--- config.mk ---
export PLATFORM = sky130hd
export DESIGN_NAME = uart_rx_core_flat
export DESIGN_NICKNAME = d
export VERILOG_FILES = /design/src/rtl/uart_pkg.sv /design/src/rtl/uart_rx_core_if.sv /design/src/rtl/uart_rx_sync.sv /design/src/rtl/uart_rx_core.sv /design/src/flat_wrapper.sv
export SDC_FILE = /design/constraint.sdc
export NUM_CORES = 1
export LEC_CHECK = 0
export BUFFER_PORTS_ARGS = -buffer_cell sky130_fd_sc_hd__buf_4
export CORE_UTILIZATION = 29
export DETAILED_ROUTE_END_ITERATION = 8
export GPL_ROUTABILITY_DRIVEN = 0
export PLACE_DENSITY = 0.5
export SYNTH_ARGS = -nofsm -noshare
export SYNTH_HDL_FRONTEND = slang
export SYNTH_SLANG_ARGS = --single-unit
--- constraint.sdc ---
create_clock -name clk -period 5.6 [get_ports clk]
set_input_delay 0.56 -clock clk [delete_from_list [all_inputs] [get_ports clk]]
set_output_delay 0.56 -clock clk [all_outputs]
set_load 0.01 [all_outputs]
--- src/rtl/uart_pkg.sv ---
// Shared UART definitions: FSM state encodings, parity modes and default sizing.
// Intended for reuse by both the receiver and the planned parametrised transmitter.
package uart_pkg;

  localparam int DEFAULT_CLKS_PER_BIT = 5208;
  localparam int DEFAULT_DATA_BITS    = 8;

  localparam int PARITY_MODE_EVEN = 0;
  localparam int PARITY_MODE_ODD  = 1;

  typedef logic [2:0] state_t;

  localparam state_t ST_IDLE   = 3'd0;
  localparam state_t ST_START  = 3'd1;
  localparam state_t ST_DATA   = 3'd2;
  localparam state_t ST_PARITY = 3'd3;
  localparam state_t ST_STOP   = 3'd4;
  localparam state_t ST_BREAK  = 3'd5;

endpackage

--- src/rtl/uart_rx_core_if.sv ---
// Consumer-side bundle of the UART receiver: valid/ready holding register plus status.
// The master modport is the receiver, the slave modport is the downstream consumer.
interface uart_rx_core_if
  import uart_pkg::*;
#(
  parameter int DATA_BITS = DEFAULT_DATA_BITS
);

  logic                 data_ready;
  logic [DATA_BITS-1:0] out_data;
  logic                 data_valid;
  logic                 frame_err;
  logic                 parity_err;
  logic                 overrun;
  logic                 busy;

  modport master (
    input  data_ready,
    output out_data, data_valid, frame_err, parity_err, overrun, busy
  );

  modport slave (
    output data_ready,
    input  out_data, data_valid, frame_err, parity_err, overrun, busy
  );

endinterface

--- src/rtl/uart_rx_sync.sv ---
// Two-flop synchroniser for the asynchronous serial line; resets to the idle (high) level.
module uart_rx_sync (
  input  logic clk,
  input  logic rst,
  input  logic i_d,
  output logic o_q
);

  logic r_meta;
  logic r_sync;

  // NOTE: clocked state uses non-blocking assignments so both flops update from pre-edge values.
  always_ff @(posedge clk or posedge rst) begin
    if (rst) begin
      r_meta <= 1'b1;
      r_sync <= 1'b1;
    end else begin
      r_meta <= i_d;
      r_sync <= r_meta;
    end
  end

  assign o_q = r_sync;

endmodule

--- src/rtl/uart_rx_core.sv ---
// Parametrised UART receiver with mid-bit sampling, error flags and a one-entry output register.
// Optional parity is compiled in with the macro UART_RX_PARITY_EN.
module uart_rx_core
  import uart_pkg::*;
#(
  parameter int CLKS_PER_BIT = DEFAULT_CLKS_PER_BIT,
  parameter int DATA_BITS    = DEFAULT_DATA_BITS,
  parameter int PARITY_ODD   = PARITY_MODE_EVEN
) (
  input  logic           clk,
  input  logic           rst,
  input  logic           udata,
  uart_rx_core_if.master rx_if
);

  localparam int CW = $clog2(CLKS_PER_BIT);
  localparam int BW = $clog2(DATA_BITS + 1);
  localparam logic [CW-1:0] CNT_LAST  = CW'(CLKS_PER_BIT - 1);
  localparam logic [CW-1:0] CNT_START = CW'(CLKS_PER_BIT / 2 - 1);
  localparam logic [BW-1:0] BIT_LAST  = BW'(DATA_BITS - 1);

  logic                 w_rx_s;
  logic                 w_tick;
  logic                 w_start_tick;
  logic                 w_stop_smp;
  logic                 w_xfer;
  logic                 w_load;
  logic                 w_drop;

  state_t               r_state;
  logic [CW-1:0]        r_cnt;
  logic [BW-1:0]        r_bit_cnt;
  logic [DATA_BITS-1:0] r_shift;
  logic [DATA_BITS-1:0] r_data;
  logic                 r_valid;
  logic                 r_ferr;
  logic                 r_ovr;

  uart_rx_sync u_sync (
    .clk (clk),
    .rst (rst),
    .i_d (udata),
    .o_q (w_rx_s)
  );

  assign w_tick       = (r_cnt == CNT_LAST);
  assign w_start_tick = (r_cnt == CNT_START);
  assign w_stop_smp   = (r_state == ST_STOP) && w_tick;
  assign w_xfer       = r_valid && rx_if.data_ready;
  // A completed frame may load into a full register only when that word leaves on the same edge.
  assign w_load       = w_stop_smp && (!r_valid || rx_if.data_ready);
  assign w_drop       = w_stop_smp && !w_load;

`ifdef UART_RX_PARITY_EN
  logic r_perr_pend;
  logic r_perr;
`endif

  // NOTE: asynchronous reset is in the sensitivity list, so a mid-frame reset acts without a clock edge.
  always_ff @(posedge clk or posedge rst) begin
    if (rst) begin
      r_state   <= ST_IDLE;
      r_cnt     <= '0;
      r_bit_cnt <= '0;
      r_shift   <= '0;
`ifdef UART_RX_PARITY_EN
      r_perr_pend <= 1'b0;
`endif
    end else begin
      case (r_state)
        ST_IDLE: begin
          r_cnt     <= '0;
          r_bit_cnt <= '0;
          if (!w_rx_s) r_state <= ST_START;
        end
        ST_START: begin
          if (w_start_tick) begin
            r_cnt   <= '0;
            r_state <= w_rx_s ? ST_IDLE : ST_DATA;
          end else begin
            r_cnt <= r_cnt + 1'b1;
          end
        end
        ST_DATA: begin
          r_cnt <= w_tick ? '0 : r_cnt + 1'b1;
          if (w_tick) begin
            r_shift   <= {w_rx_s, r_shift[DATA_BITS-1:1]};
            r_bit_cnt <= r_bit_cnt + 1'b1;
            if (r_bit_cnt == BIT_LAST) begin
`ifdef UART_RX_PARITY_EN
              r_state <= ST_PARITY;
`else
              r_state <= ST_STOP;
`endif
            end
          end
        end
`ifdef UART_RX_PARITY_EN
        ST_PARITY: begin
          r_cnt <= w_tick ? '0 : r_cnt + 1'b1;
          if (w_tick) begin
            r_perr_pend <= ((^r_shift) ^ w_rx_s) != (PARITY_ODD != 0);
            r_state     <= ST_STOP;
          end
        end
`endif
        ST_STOP: begin
          r_cnt <= w_tick ? '0 : r_cnt + 1'b1;
          if (w_tick) r_state <= w_rx_s ? ST_IDLE : ST_BREAK;
        end
        ST_BREAK: begin
          r_cnt <= '0;
          if (w_rx_s) r_state <= ST_IDLE;
        end
        default: r_state <= ST_IDLE;
      endcase
    end
  end

  always_ff @(posedge clk or posedge rst) begin
    if (rst) begin
      r_data  <= '0;
      r_valid <= 1'b0;
      r_ferr  <= 1'b0;
      r_ovr   <= 1'b0;
`ifdef UART_RX_PARITY_EN
      r_perr  <= 1'b0;
`endif
    end else begin
      if (w_load) begin
        r_data  <= r_shift;
        r_valid <= 1'b1;
        r_ferr  <= !w_rx_s;
`ifdef UART_RX_PARITY_EN
        r_perr  <= r_perr_pend;
`endif
      end else if (w_xfer) begin
        r_valid <= 1'b0;
      end
      // A drop on the same edge as a transfer keeps the flag set.
      if (w_drop)      r_ovr <= 1'b1;
      else if (w_xfer) r_ovr <= 1'b0;
    end
  end

  assign rx_if.out_data   = r_data;
  assign rx_if.data_valid = r_valid;
  assign rx_if.frame_err  = r_ferr;
  assign rx_if.overrun    = r_ovr;
  assign rx_if.busy       = (r_state != ST_IDLE);
`ifdef UART_RX_PARITY_EN
  assign rx_if.parity_err = r_perr;
`else
  assign rx_if.parity_err = 1'b0;
`endif

endmodule
--- src/flat_wrapper.sv ---
// flat-port wrapper written by rule: the top's interface ports become plain ports
module uart_rx_core_flat import uart_pkg::*;
#(
  parameter int CLKS_PER_BIT = DEFAULT_CLKS_PER_BIT,
  parameter int DATA_BITS    = DEFAULT_DATA_BITS,
  parameter int PARITY_ODD   = PARITY_MODE_EVEN
)
  (clk, rst, udata, rx_if_data_ready, rx_if_out_data, rx_if_data_valid, rx_if_frame_err, rx_if_parity_err, rx_if_overrun, rx_if_busy);
  uart_rx_core_if #(.DATA_BITS(DATA_BITS)) rx_if_i ();
  input  logic clk;
  input  logic rst;
  input  logic udata;
  input wire logic [$bits(rx_if_i.data_ready)-1:0] rx_if_data_ready;
  output wire logic [$bits(rx_if_i.out_data)-1:0] rx_if_out_data;
  output wire logic [$bits(rx_if_i.data_valid)-1:0] rx_if_data_valid;
  output wire logic [$bits(rx_if_i.frame_err)-1:0] rx_if_frame_err;
  output wire logic [$bits(rx_if_i.parity_err)-1:0] rx_if_parity_err;
  output wire logic [$bits(rx_if_i.overrun)-1:0] rx_if_overrun;
  output wire logic [$bits(rx_if_i.busy)-1:0] rx_if_busy;
  assign rx_if_i.data_ready = rx_if_data_ready;
  assign rx_if_out_data = rx_if_i.out_data;
  assign rx_if_data_valid = rx_if_i.data_valid;
  assign rx_if_frame_err = rx_if_i.frame_err;
  assign rx_if_parity_err = rx_if_i.parity_err;
  assign rx_if_overrun = rx_if_i.overrun;
  assign rx_if_busy = rx_if_i.busy;
  uart_rx_core #(.CLKS_PER_BIT(CLKS_PER_BIT), .DATA_BITS(DATA_BITS), .PARITY_ODD(PARITY_ODD)) u_core (.clk(clk), .rst(rst), .udata(udata), .rx_if(rx_if_i));
endmodule
==> qor.csv <==
stage,metric,value,unit
logic_synthesis,synth_seq_cells,41,
floorplan,die_h,85.1,um
logic_synthesis,synth_area_per_cell,11.4,um^2
min_path,min_to,u_core.u_sync.o_q,
global_routing,grt.met3_usage,0.0302,
worst_setup_path,cpMaxStageDelayCell,o311ai_1,
pwr,worst_ir_drop_vdd,111,uV
timing,finalMaxSlewViolations,0,
logic_synthesis,yosysWarnings,0,
clock_tree,htreeDepth,2,
worst_setup_path,cp.required,5.78,ns
route,wl,3.79,mm
floorplan,coreArea,6490,um^2
floorplan,die_w,85.1,um
final_layout,stdcell_area,2280,um^2
placement,dp_slack,3.41,ns
logic_synthesis,yosysUniqueCellTypes,48,
floorplan,die-area,7240,um^2
clock_tree,clk_pin_slew,0.09,ns
run,cap_viol_max_count,0,
placement,placed_area,2180,um^2
placement,numPortBuffers,15,
timing,min_period,2.22,ns
min_path,hold_path_class,flop to flop,
timing,timing.fmax,451,MHz
clock_tree,numCtsBuffers,5,
logic_synthesis,synth_nets,182,
timing,skew,0.00972,ns
timing,tightest_slew,0.655,ns
route,avgRoutedWirePerCell,14.0,um
global_routing,grt_use_met2,0.177,
final_layout,layout_common_cells,"39 x dfrtp_1, 17 x buf_4, 16 x mux2_2",
clock_tree,cts_hold_buf,0,
min_path,hp-start,u_core.u_sync.r_meta,
global_routing,grt_pass1_vias,1322,
route,ant_nets,0,
final_layout,utilization,0.351,
clock_tree,post_cts_resized,0,
timing,maxSlewHeadroom,0.557,
worst_setup_path,r2r_cells,6,
global_routing,grt_usage,0.113,
worst_setup_path,r2r_slack,3.38,ns
global_routing,grt_pass1_wl,6.44,mm
route,vias_per_cell,5.11,
clock_tree,clock-sinks,41,
global_routing,use_met1,0.153,
floorplan,initial_utilization,0.308,
logic_synthesis,synthesis.area,2000,um^2
timing,setup_slack,3.38,ns
clock_tree,cts_buffer_depth,2,
floorplan,rows,29,
clock_tree,cts_setup_buffers,0,
final_layout,layout-drive-gt1-share,0.259,
final_layout,area_delta_synth_final,13.8,%
worst_setup_path,worstPathCellList,"ha_1, nor4bb_1, a31oi_1, o311ai_1, buf_4, nor2_1",
route,dr.pass1.iters,4,
route,via_count,1381,
pwr,pwr_density_cell,224,nW/um^2
final_layout,fill_cells,641,
timing,finalSetupViolations,0,
floorplan,io_pins,17,
worst_setup_path,timing.rr.start,u_core.r_cnt[0],
timing,finalCritPeriodShare,0.396,
placement,hpwl,2.55,mm
worst_setup_path,start_kind,flop,
min_path,whs_path_depth,0,
worst_setup_path,cp_max_fo,8,
global_routing,busiest_layer,met2,
worst_setup_path,arrival,2.40,ns
clock_tree,clk-insertion-delay-late,0.30,ns
timing,finalHoldViolations,0,
status,status,"complete, no violations",
global_routing,antenna_found_initial,0,
timing,rsz0062_at_grt,false,
clock_tree,cts_root_buf,clkbuf_8,
global_routing,grt.overflow.total,0,
route,initialDrtViolationCount,41,
pwr,p_leak,1.02,nW
logic_synthesis,ys_seq_area_frac,0.514,
clock_tree,cts_tree,yes,
final_layout,layout.nets,198,
final_layout,num_antenna_cells,0,
worst_setup_path,crit_type,flop to flop,
logic_synthesis,netlist_instances,176,
route,drc,0,
timing,setup_tns,0,ns
worst_setup_path,setup.worst_path.end_class,flop,
final_layout,layout_commonest_cell,dfrtp_1,
worst_setup_path,reg2reg_to,u_core.r_cnt[2],
worst_setup_path,cpPeakStageDelay,0.58,ns
global_routing,grt_max_degree,42,
==> sequential cells by signal, summed over array words and instances (netlist names) <==
| register | cells |
|---|---|
| u_core.u_sync.r_meta | 1 |
| u_core.rx_if.out_data | 8 |
| u_core.r_cnt | 13 |
| u_core.u_sync.o_q | 1 |
| u_core.rx_if.overrun | 1 |
| u_core.r_state | 3 |
| u_core.r_shift | 8 |
| u_core.rx_if.data_valid | 1 |
| u_core.rx_if.frame_err | 1 |
| u_core.r_bit_cnt | 4 |
==> area by class of cell <==
class / instances / area [um^2] / area share
Inverter: 6 / 22.5 / 0.00989
Sequential cell: 41 / 1030 / 0.452
Clock inverter: 3 / 25.0 / 0.0110
Clock buffer: 5 / 68.8 / 0.0302
Multi-Input combinational cell: 121 / 908 / 0.399
Tap cell: 77 / 96.3 / 0.0423
Timing Repair Buffer: 17 / 128 / 0.0560
==> synthesized netlist by cell type, drive strengths merged <==
cell	number	area, um^2
ha	2	25.0
nor4	3	18.8
and4	1	8.76
nand4b	1	8.76
nor4b	3	26.3
nand3	8	40.0
nor2b	1	6.26
o21ai	10	50.1
xnor2	8	70.1
and2b	1	8.76
or3	2	12.5
o31ai	1	7.51
a21oi	5	25.0
conb	1	3.75
and4bb	3	48.8
dfrtp	39	976
mux2i	1	10.0
a2bb2oi	1	8.76
xor2	3	26.3
or4	2	15.0
nor3b	2	15.0
nand4	7	65.1
buf	5	28.8
a22oi	1	7.51
a41oi	1	8.76
nand2	8	30.0
o311ai	1	8.76
inv	6	22.5
mux2	16	180
a311oi	1	8.76
clkbuf	3	12.5
o311a	1	10.0
nor2	13	48.8
a32oi	1	8.76
o211a	1	10.0
o2bb2ai	1	8.76
nor3	5	36.3
nor4bb	2	20.0
dfstp	2	52.6
o21bai	1	7.51
a31oi	1	6.26
o21a	1	7.51
==> how the worst max path moves through the flow <==
stage	depth (start not counted)	endpoint	slack (ns)	from
6_report	6	u_core.r_cnt[2]	3.38	u_core.r_cnt[0]
5_1_grt	6	u_core.r_cnt[2]	3.19	u_core.r_cnt[0]
4_1_cts	3	rx_if_busy	3.36	u_core.r_state[0]
3_5_place_dp	6	u_core.r_cnt[12]	3.41	u_core.r_cnt[0]
2_1_floorplan	5	u_core.rx_if.frame_err	3.72	u_core.r_cnt[0]
3_3_place_gp	5	u_core.rx_if.out_data[3]	3.48	u_core.r_cnt[0]
==> through the flow <==
| stage | hold WS (ns) | power (mW) | cells |
|---|---|---|---|
| floorplan | 0.345 | 0.309 | 176 |
| global placement | 0.346 | 0.313 | 262 |
| detailed placement | 0.347 | 0.313 | 262 |
| CTS | 0.349 | 0.522 | 270 |
| global route | 0.345 | 0.533 | 270 |
| finish | 0.359 | 0.510 | 270 |
==> critical path: cells and delay by family, from the launching register on <==
kind	cells	cell delay (ns)
AND/OR/NAND/NOR	2	0.39
buffers and inverters	1	0.28
AO/OA/AOI/OAI	2	0.73
adder cells (fa/ha/maj)	1	0.28
flip-flops	1	0.44
==> cells by family (layout without fill, tap and decap cells) <==
family                     count (synthesis)  in the layout  synth area share
xor gates and xnor gates                  11             11            0.0482
and+or+nand+nor                           62             62             0.205
DFF                                       41             41             0.514
other                                      1              1           0.00187
buffers and inverters                     14             31            0.0319
muxes                                     17             17            0.0951
AOI/OAI and AO/OA                         28             28            0.0919
adders and majority gates                  2              2            0.0125
==> report_power, final <==
group | internal (mW) | switching [mW]
logic | 0.00203 | 0.00680
registers | 0.297 | 0.000483
clock network | 0.0901 | 0.114
total | 0.389 | 0.121
==> routing by layer <==
| metal | vias to the layer above | part of all wire | wire length [um] |
|---|---|---|---|
| li1 | 677 | - | - |
| met1 | 680 | 0.51 | 1920 |
| met2 | 20 | 0.45 | 1710 |
| met3 | 4 | 0.032 | 120 |
| met4 | 0 | 0.012 | 44 |
| met5 | - | 0 | 0 |
Power figures use the tool's default switching activity.
